==> src/rtl/wow_sample_pkg.sv <==
// rtl/wow_sample_pkg.sv - shared types and constants for the WoW sample DDRAM reader
//
// Purpose: FSM state encoding, line/lane/DDRAM address widths, default base
// address and the line-to-DDRAM-word address helper.
package wow_sample_pkg;

  localparam int LINE_W = 21;  // 64-bit line index, s_addr[23:3]
  localparam int LANE_W = 2;   // 16-bit lane within a line, s_addr[2:1]
  localparam int DDR_AW = 29;  // DDRAM 64-bit word address width

  localparam logic [DDR_AW-1:0] DEF_BASE_ADDR = 29'h0600000;

  typedef enum logic [2:0] {
    ST_IDLE,
    ST_ISSUE,
    ST_WAIT,
    ST_RESP,
    ST_PF_ISSUE,
    ST_PF_WAIT
  } state_e;

  // DDRAM word address of a sample line; wraps naturally at 2^29.
  function automatic logic [DDR_AW-1:0] line_addr(input logic [DDR_AW-1:0] base,
                                                  input logic [LINE_W-1:0] line);
    return base + {{(DDR_AW-LINE_W){1'b0}}, line};
  endfunction

endpackage

==> src/rtl/wow_sample_line_buf.sv <==
// rtl/wow_sample_line_buf.sv - one cached 64-bit sample line with tag, valid, lane mux and hit compare
//
// Ports:
//   clk_i, rst_i          clock, asynchronous active-high reset
//   clr_i                 invalidate the line (wins over a write)
//   wr_en_i, wr_data_i,   load a new line and its tag, marking it valid
//   wr_tag_i
//   lookup_tag_i, hit_o   hit when valid and the stored tag equals lookup_tag_i
//   lane_i, lane_data_o   16-bit word selected from the stored line
//   data_o, tag_o         raw line contents, used to promote a line between buffers
module wow_sample_line_buf
  import wow_sample_pkg::*;
(
  input  logic              clk_i,
  input  logic              rst_i,
  input  logic              clr_i,
  input  logic              wr_en_i,
  input  logic [63:0]       wr_data_i,
  input  logic [LINE_W-1:0] wr_tag_i,
  input  logic [LINE_W-1:0] lookup_tag_i,
  input  logic [LANE_W-1:0] lane_i,
  output logic              hit_o,
  output logic [15:0]       lane_data_o,
  output logic [63:0]       data_o,
  output logic [LINE_W-1:0] tag_o
);

  logic [63:0]       data_q;
  logic [LINE_W-1:0] tag_q;
  logic              valid_q;

  always_ff @(posedge clk_i or posedge rst_i) begin
    if (rst_i) begin
      data_q  <= '0;
      tag_q   <= '0;
      valid_q <= 1'b0;
    end else if (clr_i) begin
      valid_q <= 1'b0;
    end else if (wr_en_i) begin
      data_q  <= wr_data_i;
      tag_q   <= wr_tag_i;
      valid_q <= 1'b1;
    end
  end

  assign hit_o  = valid_q && (tag_q == lookup_tag_i);
  assign data_o = data_q;
  assign tag_o  = tag_q;

  always_comb begin
    lane_data_o = data_q[15:0];
    case (lane_i)
      2'd0: lane_data_o = data_q[15:0];
      2'd1: lane_data_o = data_q[31:16];
      2'd2: lane_data_o = data_q[47:32];
      2'd3: lane_data_o = data_q[63:48];
      default: lane_data_o = data_q[15:0];
    endcase
  end

endmodule

==> src/rtl/wow_sample_ddram_reader.sv <==
// rtl/wow_sample_ddram_reader.sv - 16-bit sample read responder backed by the DDRAM 64-bit burst port
//
// Optional feature macro: WOW_SAMPLE_PREFETCH_EN (background prefetch of line+1
// into a second line buffer). Default build has a single line buffer.
//
// Ports:
//   CLK, I_RESET            clock, asynchronous active-high reset
//   s_enable                samples playable; low flushes the cache and blocks requests
//   s_addr, s_read          sample byte address (bit 0 ignored) and one-cycle read strobe
//   s_data, s_ready         returned sample word and its one-cycle valid pulse
//   s_busy                  request in progress; s_read ignored while high
//   DDRAM_BUSY              arbiter stall
//   DDRAM_ADDR, DDRAM_RD,   read command (held stable while DDRAM_BUSY)
//   DDRAM_BURSTCNT
//   DDRAM_DOUT,             read data and its valid strobe
//   DDRAM_DOUT_READY
module wow_sample_ddram_reader
  import wow_sample_pkg::*;
#(
  parameter logic [DDR_AW-1:0] BASE_ADDR = DEF_BASE_ADDR,
  parameter logic [7:0]        BURST     = 8'd1
) (
  input  logic              CLK,
  input  logic              I_RESET,
  input  logic              s_enable,
  input  logic [23:0]       s_addr,
  input  logic              s_read,
  output logic [15:0]       s_data,
  output logic              s_ready,
  output logic              s_busy,
  input  logic              DDRAM_BUSY,
  output logic [DDR_AW-1:0] DDRAM_ADDR,
  output logic [7:0]        DDRAM_BURSTCNT,
  output logic              DDRAM_RD,
  input  logic [63:0]       DDRAM_DOUT,
  input  logic              DDRAM_DOUT_READY
);

  state_e            state_q;
  logic [LINE_W-1:0] line_q;
  logic [LANE_W-1:0] lane_q;
  logic [15:0]       s_data_q;
  logic              s_ready_q, s_busy_q, rd_q, flush_pend_q;
  logic [DDR_AW-1:0] addr_q;

  logic [LINE_W-1:0] req_line, look_line, main_tag, main_wr_tag;
  logic [LANE_W-1:0] req_lane;
  logic [63:0]       main_data, main_wr_data;
  logic [15:0]       main_word;
  logic              main_hit, main_hit_eff, resolved_hit, main_wr, buf_clr, take_req;
  logic              unused_addr_bit, unused_main;

  assign req_line        = s_addr[23:3];
  assign req_lane        = s_addr[2:1];
  assign unused_addr_bit = s_addr[0];
  assign unused_main     = ^{main_data, main_tag};

  // Invalidate when idle with s_enable low, or once an in-flight transaction
  // that saw s_enable drop has delivered its response.
  assign buf_clr = ((state_q == ST_IDLE) || (state_q == ST_RESP)) && (!s_enable || flush_pend_q);
  // A flush still pending means the cached line is stale even if valid.
  assign main_hit_eff = main_hit && !flush_pend_q;

`ifdef WOW_SAMPLE_PREFETCH_EN
  logic              pend_q, pf_want_q, filled_q, pf_hit, promote, pf_wr, unused_pf;
  logic [LINE_W-1:0] pf_line_q, pf_tag;
  logic [63:0]       pf_data;
  logic [15:0]       pf_word;

  // pend_q holds a request captured while a prefetch owned the DDRAM port.
  assign take_req     = (s_read && s_enable) || pend_q;
  assign look_line    = pend_q ? line_q : req_line;
  assign promote      = (state_q == ST_IDLE) && take_req && !main_hit_eff && pf_hit && !flush_pend_q;
  assign resolved_hit = main_hit_eff || promote;
  assign main_wr      = ((state_q == ST_WAIT) && DDRAM_DOUT_READY) || promote;
  assign main_wr_data = promote ? pf_data : DDRAM_DOUT;
  assign main_wr_tag  = promote ? pf_tag : line_q;
  assign pf_wr        = (state_q == ST_PF_WAIT) && DDRAM_DOUT_READY;
  assign unused_pf    = ^pf_word;

  wow_sample_line_buf u_pf_buf (
    .clk_i(CLK), .rst_i(I_RESET), .clr_i(buf_clr || promote),
    .wr_en_i(pf_wr), .wr_data_i(DDRAM_DOUT), .wr_tag_i(pf_line_q),
    .lookup_tag_i(look_line), .lane_i(lane_q), .hit_o(pf_hit),
    .lane_data_o(pf_word), .data_o(pf_data), .tag_o(pf_tag)
  );
`else
  assign take_req     = s_read && s_enable;
  assign look_line    = req_line;
  assign resolved_hit = main_hit_eff;
  assign main_wr      = (state_q == ST_WAIT) && DDRAM_DOUT_READY;
  assign main_wr_data = DDRAM_DOUT;
  assign main_wr_tag  = line_q;
`endif

  wow_sample_line_buf u_main_buf (
    .clk_i(CLK), .rst_i(I_RESET), .clr_i(buf_clr),
    .wr_en_i(main_wr), .wr_data_i(main_wr_data), .wr_tag_i(main_wr_tag),
    .lookup_tag_i(look_line), .lane_i(lane_q), .hit_o(main_hit),
    .lane_data_o(main_word), .data_o(main_data), .tag_o(main_tag)
  );

  always_ff @(posedge CLK or posedge I_RESET) begin
    if (I_RESET) begin
      state_q      <= ST_IDLE;
      line_q       <= '0;
      lane_q       <= '0;
      s_data_q     <= '0;
      s_ready_q    <= 1'b0;
      s_busy_q     <= 1'b0;
      rd_q         <= 1'b0;
      addr_q       <= '0;
      flush_pend_q <= 1'b0;
`ifdef WOW_SAMPLE_PREFETCH_EN
      pend_q       <= 1'b0;
      pf_want_q    <= 1'b0;
      filled_q     <= 1'b0;
      pf_line_q    <= '0;
`endif
    end else begin
      s_ready_q <= 1'b0;
      if (buf_clr)
        flush_pend_q <= 1'b0;
      else if (!s_enable && (state_q != ST_IDLE))
        flush_pend_q <= 1'b1;

`ifdef WOW_SAMPLE_PREFETCH_EN
      if (((state_q == ST_PF_ISSUE) || (state_q == ST_PF_WAIT)) && s_read && s_enable && !pend_q) begin
        line_q   <= req_line;
        lane_q   <= req_lane;
        s_busy_q <= 1'b1;
        pend_q   <= 1'b1;
      end
`endif

      case (state_q)
        ST_IDLE: begin
          if (take_req) begin
`ifdef WOW_SAMPLE_PREFETCH_EN
            if (!pend_q) begin
              line_q <= req_line;
              lane_q <= req_lane;
            end
            pend_q   <= 1'b0;
            filled_q <= !main_hit_eff;
`else
            line_q <= req_line;
            lane_q <= req_lane;
`endif
            s_busy_q <= 1'b1;
            if (resolved_hit) begin
              state_q <= ST_RESP;
            end else begin
              rd_q    <= 1'b1;
              addr_q  <= line_addr(BASE_ADDR, look_line);
              state_q <= ST_ISSUE;
            end
          end
`ifdef WOW_SAMPLE_PREFETCH_EN
          else if (pf_want_q && s_enable && !flush_pend_q) begin
            pf_want_q <= 1'b0;
            pf_line_q <= line_q + 1'b1;
            rd_q      <= 1'b1;
            addr_q    <= line_addr(BASE_ADDR, line_q + 1'b1);
            state_q   <= ST_PF_ISSUE;
          end
`endif
        end
        ST_ISSUE: begin
          if (!DDRAM_BUSY) begin
            rd_q    <= 1'b0;
            state_q <= ST_WAIT;
          end
        end
        ST_WAIT: begin
          if (DDRAM_DOUT_READY) state_q <= ST_RESP;
        end
        ST_RESP: begin
          s_data_q  <= main_word;
          s_ready_q <= 1'b1;
          s_busy_q  <= 1'b0;
          state_q   <= ST_IDLE;
`ifdef WOW_SAMPLE_PREFETCH_EN
          // The last line has no successor; the tag never wraps.
          if (filled_q && s_enable && !flush_pend_q && (line_q != '1)) pf_want_q <= 1'b1;
`endif
        end
`ifdef WOW_SAMPLE_PREFETCH_EN
        ST_PF_ISSUE: begin
          if (!DDRAM_BUSY) begin
            rd_q    <= 1'b0;
            state_q <= ST_PF_WAIT;
          end
        end
        ST_PF_WAIT: begin
          if (DDRAM_DOUT_READY) state_q <= ST_IDLE;
        end
`endif
        default: state_q <= ST_IDLE;
      endcase
    end
  end

  assign s_data         = s_data_q;
  assign s_ready        = s_ready_q;
  assign s_busy         = s_busy_q;
  assign DDRAM_ADDR     = addr_q;
  assign DDRAM_RD       = rd_q;
  assign DDRAM_BURSTCNT = BURST;

endmodule
==> config.mk <==
export PLATFORM = sky130hd
export DESIGN_NAME = wow_sample_ddram_reader
export DESIGN_NICKNAME = d
export VERILOG_FILES = /design/src/rtl/wow_sample_pkg.sv /design/src/rtl/wow_sample_line_buf.sv /design/src/rtl/wow_sample_ddram_reader.sv
export SDC_FILE = /design/constraint.sdc
export NUM_CORES = 1
export LEC_CHECK = 0
export BUFFER_PORTS_ARGS = -buffer_cell sky130_fd_sc_hd__buf_4
export CAP_MARGIN = 0
export CORE_MARGIN = 5
export CORE_UTILIZATION = 33
export CTS_BUF_LIST = sky130_fd_sc_hd__clkbuf_4
export DETAILED_ROUTE_END_ITERATION = 12
export SKIP_LAST_GASP = 1
export SYNTH_ARGS = -nofsm -noshare
export SYNTH_HDL_FRONTEND = slang
export SYNTH_SLANG_ARGS = --single-unit
==> constraint.sdc <==
create_clock -name CLK -period 5.1 [get_ports CLK]
set_input_delay 0.255 -clock CLK [delete_from_list [all_inputs] [get_ports CLK]]
set_output_delay 0.255 -clock CLK [all_outputs]
set_load 0.03 [all_outputs]
==> results of run 1 <==
[cell usage in the layout (no fill, tap or decap), types with 5 or more instances in the layout]
cell / count
a21oi_1: 5
buf_4: 139
clkbuf_4: 19
clkinvlp_4: 5
conb_1: 14
dfrtp_1: 153
dlygate4sd3_1: 92
ha_1: 5
inv_1: 7
mux2_2: 126
mux2_4: 19
mux4_2: 16
nand4_1: 5
nor2_1: 5
xnor2_1: 21
[how the worst max path moves through the flow]
stage	from	to	slack, ns
floorplan	I_RESET	DDRAM_ADDR[0]	0.72
global placement	state_q[0]	u_main_buf.data_o[14]	2.41
detailed placement	state_q[0]	u_main_buf.data_o[23]	2.33
CTS	state_q[0]	u_main_buf.data_o[9]	2.29
global route	state_q[0]	u_main_buf.data_o[9]	2.12
finish	state_q[0]	u_main_buf.data_o[9]	2.27
[kinds of logic (layout without fill, tap and decap cells)]
group                    count (synthesis)  after routing
multiplexers                           163            163
AO/OA/AOI/OAI                           13             13
AND/OR/NAND/NOR                         21             21
buffers and inverters                   43            271
XOR/XNOR                                21             21
other                                    2             15
flip-flops                             153            153
adder cells (fa/ha/maj)                  5              5
[critical path, cell delays in order, from the launching register on]
cell      delay (ns)
dfrtp_1         0.46
inv_1           0.09
ha_1            0.33
a21oi_1         0.16
nand3b_1        0.13
buf_4           0.40
buf_4           0.65
mux2_2          0.41
[metal layers]
layer	part of all wire, %	vias to the layer above	wire, um	GRT usage [%]
li1	-	1921	-	-
met1	43	2127	6230	17.0
met2	51	94	7430	21.6
met3	4.4	17	641	3.36
met4	1.7	0	240	4.94
met5	0	-	0	0
[power groups by stage]
stage          logic, uW  registers, uW  clock network, uW
2_1_floorplan       1330           2410                  0
3_3_place_gp        2080           2190                  0
3_5_place_dp        2140           2230                  0
4_1_cts             2200           2210                767
5_1_grt             2340           2280                807
6_report            2170           2200                732
[synthesized netlist by cell type]
library cell	n	area, sq um
o21ai_0	3	15.0
a21oi_1	5	25.0
buf_2	13	65.1
a22o_1	1	8.76
or2_2	1	6.26
buf_1	1	3.75
ha_1	5	62.6
buf_4	15	113
nand2_1	4	15.0
nand3b_1	2	15.0
mux2_4	19	285
nor2_1	5	18.8
xnor2_1	21	184
mux2i_1	2	20.0
conb_1	2	7.51
mux2_2	126	1420
nand3_1	2	10.0
o21a_1	1	7.51
buf_6	2	22.5
nand4_1	5	31.3
inv_1	8	30.0
a211oi_1	1	7.51
o31ai_1	1	7.51
mux4_2	16	360
nor2b_1	1	6.26
a21oi_2	1	8.76
dfrtp_1	153	3830
clkbuf_1	4	15.0
nor4_4	1	21.3
[layout make-up]
class	count	area [sq um]	area share, %
repair buffers	231	1960	21.8
inverters	8	35.0	0.388
well taps	265	332	3.67
diodes	1	2.50	0.0277
flip-flops and latches	153	3830	42.4
clock inverters	13	129	1.43
multi-input cells	237	2590	28.7
clock buffers	19	143	1.58
[flip-flops by register name (all words and copies together), names as in the netlist]
signal,count
u_main_buf.data_o,64
DDRAM_ADDR,22
line_q,21
u_main_buf.tag_o,21
s_data,16
lane_q,2
state_q,2
DDRAM_RD,1
flush_pend_q,1
s_busy,1
s_ready,1
u_main_buf.valid_q,1
[through the flow]
step           worst slack [ns]  std cells  power (uW)  area (sq um)  hold slack, ns
2_1_floorplan             0.724        433        3740          6670           0.403
3_3_place_gp               2.41        802        4270          7830           0.477
3_5_place_dp               2.33        802        4370          7830           0.488
4_1_cts                    2.29        926        5180          9030          0.0840
5_1_grt                    2.12        927        5430          9030           0.184
6_report                   2.27        927        5100          9030           0.164
==> flow_metrics.tcl, run 1 <==
set metrics [dict create \
    via_per_inst 4.49 \
    min_period_ns 2.83 \
    drt-total-wl_um 14500 \
    combPwrFrac_pct 42.6 \
    fillerInstances 1753 \
    die_y_um 152 \
    slew_viol_final 0 \
    hold_start "s_read" \
    grt_pass1_wl_um 23600 \
    cts-root-buf "clkbuf_4" \
    p_per_area_mw_per_mm2 565 \
    cts.htree.levels 4 \
    p_clk_share_pct 14.4 \
    cp-end-kind "register" \
    p_switching_uw 1730 \
    syn_area_sq_mm 0.00662 \
    fin_worst_skew_ns 0.0184 \
    start_kind "register" \
    synth_fa_ha_area_share_pct 0.945 \
    cts_tree "built" \
    io_buffers 134 \
    insertion_delay_ns 0.54 \
    yosys.cell_types.count 29 \
    fp.dieArea_sq_mm 0.0230 \
    rrSetupSlack_ns 2.27 \
    synth_mux_area_share_pct 31.5 \
    core_region_area_sq_mm 0.0196 \
    dp_hpwl_um 9740 \
    crit_fanout 57 \
    grt_max_degree 96 \
    cts_hold_buffers 92 \
    hold_violations 0 \
    final_nets 747 \
    pwr-share-seq_pct 43.1 \
    initial_core_util_pct 33.8 \
    cts_setup_buffers 0 \
    intPower_uw 3360 \
    grt_pass1_vias 4540 \
    syn_inst 421 \
    drc_errors 0 \
    syn_to_final_growth_pct 36.4 \
    setup_viol 0 \
    rr_worst_depth 7 \
    grt_overflow_total 0 \
    yosys.area_share.simple_pct 1.87 \
    fmax_mhz 354 \
    hold_class "in -> reg" \
    worstPathArrival_ns 3.25 \
    cts_max_path_buffers 2 \
    leakage_uw 0.00405 \
    rsz0062_at_grt "no" \
    netSwitchingFraction_pct 34.0 \
    wl_per_cell_um 15.7 \
    min_period_over_period_pct 55.4 \
    drt_iter0_drc 121 \
    synth-xor-area-share_pct 2.78 \
    slew_headroom_pct 29.1 \
    tightest_slew_ns 1.06 \
    path_class "reg -> reg" \
    final_core_util_pct 46.1 \
    synth_seq_area_share_pct 57.8 \
    synth_top_family_by_area "multiplexers" \
    gp_congestion 0.764 \
    cts_buffers 17 \
    grt_use_total_pct 13.2 \
    worst_r2r_startpoint "state_q[0]" \
    min_path_cells 5 \
    status "finished clean" \
    reg2reg_to "u_main_buf.data_o[9]" \
    synth_compound_gate_area_share_pct 1.21 \
    drive_gt1_share_pct 50.5 \
    clk_pin_slew_worst_paths_ns 0.12 \
    rows 51 \
    dieWidth_um 152 \
    drv_cap 0 \
    ys_ff_latch 153 \
    holdPathEnd "s_busy" \
    vias 4159 \
    tns_ns 0 \
    vdd_drop_max_v 0.000213 \
    antenna_left 0 \
    cp.required_ns 5.52 \
    antenna_found_initial 1 \
    post_cts_resized 0 \
    drt_pass1_iterations 4 \
    syn_avg_cell_area_sq_um 15.7 \
    cts_num_sinks 153 \
    ys_warn_count 0 \
    io_pins 150 \
]
(Power assumes the default switching activity.)
==> run 2, diff against run 1 <==
--- a/config.mk
+++ b/config.mk
@@ -5,6 +5,7 @@
 export SDC_FILE = /design/constraint.sdc
 export NUM_CORES = 1
 export LEC_CHECK = 0
+export ABC_AREA = 1
 export BUFFER_PORTS_ARGS = -buffer_cell sky130_fd_sc_hd__buf_4
 export CAP_MARGIN = 0
 export CORE_MARGIN = 5
==> constraint.sdc (replaced) <==
create_clock -name CLK -period 2.8 [get_ports CLK]
set_input_delay 0.14 -clock CLK [delete_from_list [all_inputs] [get_ports CLK]]
set_output_delay 0.14 -clock CLK [all_outputs]
set_load 0.03 [all_outputs]
==> flow_metrics.tcl, run 2 <==
set metrics [dict create \
    final_core_util_pct 45.4 \
    dp_hpwl_um 11100 \
    min_path_cells 5 \
    cts.htree.levels 4 \
    synth.most_common_cell "nand2_1" \
    vdd_drop_max_v 0.000495 \
    syn_area_sq_mm 0.00674 \
    insertion_delay_ns 0.55 \
    grt_max_degree 154 \
    tns_ns 0 \
    start_kind "register" \
    cts_num_sinks 153 \
    largest_register_ffs 64 \
    drt_iter0_drc 227 \
    via_per_inst 4.39 \
    path_class "reg -> reg" \
    cts-root-buf "clkbuf_4" \
    yosys-top-cells-count "nand2_1, dfrtp_1, o21ai_0" \
    drv_cap 0 \
    cts_max_path_buffers 2 \
    reg2reg_to "u_main_buf.data_o[21]" \
    ys_warn_count 0 \
    rrSetupSlack_ns 0.73 \
    worst_r2r_startpoint "state_q[0]" \
    drt_pass1_iterations 4 \
    io_buffers 134 \
    holdWs_ns 0.119 \
    cp.required_ns 3.29 \
    n_antenna_cell 0 \
    synth_top_area_share_pct 56.8 \
    slowest_stage "dfrtp_1" \
    grt_pass1_vias 5516 \
    antenna_left 0 \
    slew_headroom_pct 44.4 \
    fin_worst_skew_ns 0.0214 \
    synth_edf_count 0 \
    initial_core_util_pct 33.4 \
    grt_pass1_wl_um 28300 \
    synth_top_area_cell "dfrtp_1" \
    clk_pin_slew_worst_paths_ns 0.14 \
    io_pins 150 \
    holdPathEnd "state_q[0]" \
    vias 5580 \
    slowest_delay_ns 0.43 \
    final_common_cell "nand2_1" \
    gp_congestion 0.779 \
    rows 52 \
    crit_family "buffers and inverters" \
    worstPathArrival_ns 2.56 \
    rsz0062_at_grt "no" \
    drc_errors 0 \
    synth_seq_area_share_pct 56.8 \
    cts_hold_buffers 91 \
    slew_viol_final 0 \
    wl_per_cell_um 13.2 \
    drt-total-wl_um 16800 \
    antenna_found_initial 0 \
    setup_viol 0 \
    p_per_area_mw_per_mm2 971 \
    fillerInstances 1940 \
    syn_to_final_growth_pct 36.0 \
    multi_input_area_sq_mm 0.00228 \
    post_cts_resized 0 \
    die_y_um 153 \
    leakage_uw 0.00453 \
    cts_tree "built" \
    rr_worst_depth 8 \
    hold_violations 0 \
    path_buf_inv 3 \
    final_nets 1088 \
    fin_total_pwr_uw 8890 \
    synth.area.top_cells "dfrtp_1, nand2_1, o21ai_0" \
    min_period_ns 2.07 \
    fin_cells 1272 \
    mostFrequentLayoutCells "nand2_1, dfrtp_1, buf_4, o21ai_0, dlygate4sd3_1" \
    core_region_area_sq_mm 0.0202 \
    syn_avg_cell_area_sq_um 8.68 \
    tightest_slew_ns 0.834 \
    synthArstFlopShare_pct 100 \
    cp_cell_sequence "inv_1 > ha_1 > nor2_1 > nor3_4 > inv_1 > buf_4 > nand2_1 > nand2_1" \
    crit_fanout 13 \
    hold_start "DDRAM_DOUT_READY" \
    grt_overflow_total 0 \
    cp-end-kind "register" \
    seq_area_sq_mm 0.00383 \
    fp.dieArea_sq_mm 0.0234 \
    ys.flop_type "dfrtp_1" \
    dieWidth_um 153 \
    min_period_over_period_pct 73.9 \
    yosys.cell_types.count 28 \
    fmax_mhz 483 \
    grt_use_total_pct 14.9 \
    ys_ff_latch 153 \
    cts_buffers 17 \
    syn_inst 776 \
    cts_setup_buffers 0 \
    status "finished clean" \
    drive_gt1_share_pct 21.5 \
    hold_class "in -> reg" \
    place_inst 1149 \
]
==> run 2: cell types whose count changed after synthesis, moves of 16 or more <==
cell      previous run  this run
a211oi_1             1        17
inv_1                8        90
mux2_2             126         0
mux2_4              19         0
mux4_2              16         0
nand2_1              4       230
nor2_1               5        51
o21ai_0              3       104
o21ai_2              0        18
o22ai_1              0        16
xnor2_1             21         0
==> run 2: how the worst max path moves through the flow <==
| stage | to | from | cells past startpoint |
|---|---|---|---|
| after floorplan | DDRAM_ADDR[0] | I_RESET | 1 |
| after global routing | u_main_buf.data_o[22] | state_q[0] | 8 |
| after global placement | u_main_buf.data_o[25] | state_q[0] | 8 |
| final | u_main_buf.data_o[21] | state_q[0] | 8 |
| after detailed placement | u_main_buf.data_o[21] | state_q[0] | 8 |
| after CTS | u_main_buf.data_o[21] | state_q[0] | 8 |
==> run 2: cell type report <==
class,instances,share of cell area [%]
inverter,101,4.18
sequential,153,41.8
clock buffer,17,1.39
clock inverter,15,2.32
tap,270,3.69
timing repair buffer,231,21.7
multi-input combinational,485,24.9
==> run 2: cell families after synthesis <==
logic type | Yosys count | share of synthesized area [%]
XOR/XNOR | 3 | 0.390
AO/OA/AOI/OAI | 163 | 14.1
flip-flops | 153 | 56.8
AND/OR/NAND/NOR | 300 | 17.6
buffers and inverters | 150 | 10.0
other | 2 | 0.111
adder cells (fa/ha/maj) | 5 | 0.929
==> run 2: metal layers <==
metal / GRT usage (%) / wire length, um / vias to the layer above
met5: 0 / 0 / -
met4: 3.95 / 145 / 0
met3: 4.50 / 840 / 12
met2: 23.3 / 7910 / 119
met1: 20.3 / 7900 / 2622
li1: - / - / 2827
==> run 2: worst register-to-register path, cell delays in order (launching register included) <==
cell     delay [ns]
dfrtp_1        0.43
inv_1          0.09
ha_1           0.32
nor2_1         0.25
nor3_4         0.07
inv_1          0.39
buf_4          0.31
nand2_1        0.08
nand2_1        0.07
==> run 2: through the flow <==
stage	cell area, sq um	worst slack, ns
after floorplan	6790	0.729
final	9160	0.732
after CTS	9160	0.702
after detailed placement	7910	0.745
after global placement	7910	0.781
after global routing	9160	0.507
==> run 2: report_power, final <==
group / internal, uW / switching, uW / leakage (uW) / total [uW]
Clock: 734 / 858 / 0.000183 / 1590
Sequential: 3240 / 491 / 0.00188 / 3730
Combinational: 1320 / 2250 / 0.00247 / 3570
==> run 3, diff against run 2 <==
--- a/config.mk
+++ b/config.mk
@@ -5,7 +5,7 @@
 export SDC_FILE = /design/constraint.sdc
 export NUM_CORES = 1
 export LEC_CHECK = 0
-export ABC_AREA = 1
+export ABC_AREA = 0
 export BUFFER_PORTS_ARGS = -buffer_cell sky130_fd_sc_hd__buf_4
 export CAP_MARGIN = 0
 export CORE_MARGIN = 5
==> constraint.sdc (replaced) <==
create_clock -name CLK -period 1.9 [get_ports CLK]
set_input_delay 0.095 -clock CLK [delete_from_list [all_inputs] [get_ports CLK]]
set_output_delay 0.095 -clock CLK [all_outputs]
set_load 0.03 [all_outputs]
==> flow_metrics.tcl, run 3 (synthesis gave the netlist of run 1 again) <==
set metrics [dict create \
    drc_errors 0 \
    min_period_over_period_pct 96.1 \
    mostFrequentLayoutCells "dfrtp_1, buf_4, mux2_2, dlygate4sd3_1, xnor2_1" \
    fp.dieArea_sq_mm 0.0230 \
    largest_register_ffs 64 \
    syn_to_final_growth_pct 41.8 \
    slowest_stage "dfrtp_1" \
    core_region_area_sq_mm 0.0196 \
    rr_worst_depth 6 \
    vias 4239 \
    cp.depth 6 \
    grt_overflow_total 0 \
    status "finished clean" \
    drv_cap 0 \
    via_per_inst 4.45 \
    critPathLaunch "u_main_buf.tag_o[19]" \
    slew_viol_final 0 \
    initial_core_util_pct 33.8 \
    netSwitchingFraction_pct 33.5 \
    min_path_cells 4 \
    rsz0062_at_grt "yes" \
    crit_fanout 21 \
    final_nets 771 \
    hold_start "DDRAM_DOUT_READY" \
    drt_iter0_drc 136 \
    cp_cell_sequence "xnor2_1 > nand3_1 > nor4_4 > a21oi_4 > buf_12 > mux2_4" \
    p_per_area_mw_per_mm2 1510 \
    fin_cells 953 \
    hold_class "in -> reg" \
    grt_pass1_vias 4755 \
    antenna_found_initial 1 \
    rows 51 \
    pwr-share-seq_pct 40.8 \
    vdd_drop_max_v 0.000578 \
    setup_viol 0 \
    start_kind "register" \
    dieWidth_um 152 \
    final_common_cell "dfrtp_1" \
    die_y_um 152 \
    intPower_uw 9450 \
    p_clk_share_pct 14.5 \
    final_core_util_pct 47.9 \
    clk_pin_slew_worst_paths_ns 0.12 \
    path_class "reg -> reg" \
    cts.htree.levels 4 \
    fmax_mhz 547 \
    cts-root-buf "clkbuf_4" \
    drive_gt1_share_pct 52.8 \
    grt_use_total_pct 13.6 \
    place_inst 821 \
    leakage_uw 0.00424 \
    slowest_delay_ns 0.40 \
    path_buf_inv 1 \
    worstPathArrival_ns 2.25 \
    antenna_left 0 \
    drt_pass1_iterations 4 \
    cts_max_path_buffers 2 \
    dp_hpwl_um 10600 \
    min_period_ns 1.83 \
    combPwrFrac_pct 44.8 \
    cts_buffers 17 \
    cts_tree "built" \
    grt_pass1_wl_um 24400 \
    crit_family "simple AND/OR/NAND/NOR gates" \
    insertion_delay_ns 0.54 \
    gp_congestion 0.768 \
    fin_worst_skew_ns 0.0185 \
    cts_num_sinks 153 \
    worst_r2r_startpoint "u_main_buf.tag_o[19]" \
    drt-total-wl_um 15500 \
    io_buffers 134 \
    cp-end-kind "register" \
    cp.required_ns 2.32 \
    grt_max_degree 82 \
    hold_violations 0 \
    p_switching_uw 4760 \
    wl_per_cell_um 16.3 \
    io_pins 150 \
]
==> run 3: final cells by class <==
type / instances / area, sq um
Antenna cell: 3 / 7.51
Clock buffer: 17 / 128
Clock inverter: 15 / 159
Fill cell: 1722 / 10200
Inverter: 8 / 33.8
Multi-Input combinational cell: 237 / 2620
Sequential cell: 153 / 3830
Tap cell: 265 / 332
Timing Repair Buffer: 255 / 2270
==> run 3: what timing repair did <==
item	CTS	global route
resized for setup	1	5
pin swaps	0	2
hold buffers	92	0
endpoints found under the setup margin	9	104
hold endpoints to repair	267	0
setup buffers	0	4
cloned	0	1
==> run 3: final timing paths <==
path,to,slack (ns)
max,DDRAM_ADDR[8],0.07
min,u_main_buf.tag_o[19],0.17
max reg2reg,DDRAM_ADDR[8],0.07
min reg2reg,flush_pend_q,0.51
max in group asynchronous,state_q[1],1.29
min in group asynchronous,u_main_buf.data_o[3],0.24
==> run 3: metrics by stage <==
step / setup TNS, ns / instance area (sq um) / setup WS [ns] / hold WS (ns) / power (uW)
after CTS: -0.341 / 9290 / -0.0244 / 0.104 / 14300
after global routing: -0.433 / 9380 / -0.0318 / 0.137 / 15100
after global placement: 0 / 8080 / 0.0376 / 0.262 / 11800
after detailed placement: 0 / 8080 / 0.0112 / 0.282 / 12000
final: 0 / 9390 / 0.0735 / 0.167 / 14200
after floorplan: -19.27 / 6690 / -0.126 / 0.243 / 10100
==> run 3: tightest hold or removal path, stage by stage <==
cell and delay (ns):
buf_4 0.12, nand3b_1 0.13, buf_6 0.16, mux2_2 0.15
==> run 3: power groups by stage <==
stage | Clock (uW) | Sequential, uW | Combinational, uW
after floorplan | 0 | 6460 | 3590
after global placement | 0 | 5770 | 6010
after detailed placement | 0 | 5880 | 6160
after CTS | 2150 | 5800 | 6330
after global routing | 2280 | 6000 | 6860
final | 2060 | 5790 | 6360
==> run 3: routing by layer <==
| metal | wire, um | vias up | track usage, % |
|---|---|---|---|
| met5 | 0 | - | 0 |
| met4 | 262 | 0 | 5.03 |
| met3 | 583 | 16 | 3.12 |
| met2 | 7980 | 86 | 22.5 |
| met1 | 6680 | 2155 | 17.5 |
| li1 | - | 1982 | - |
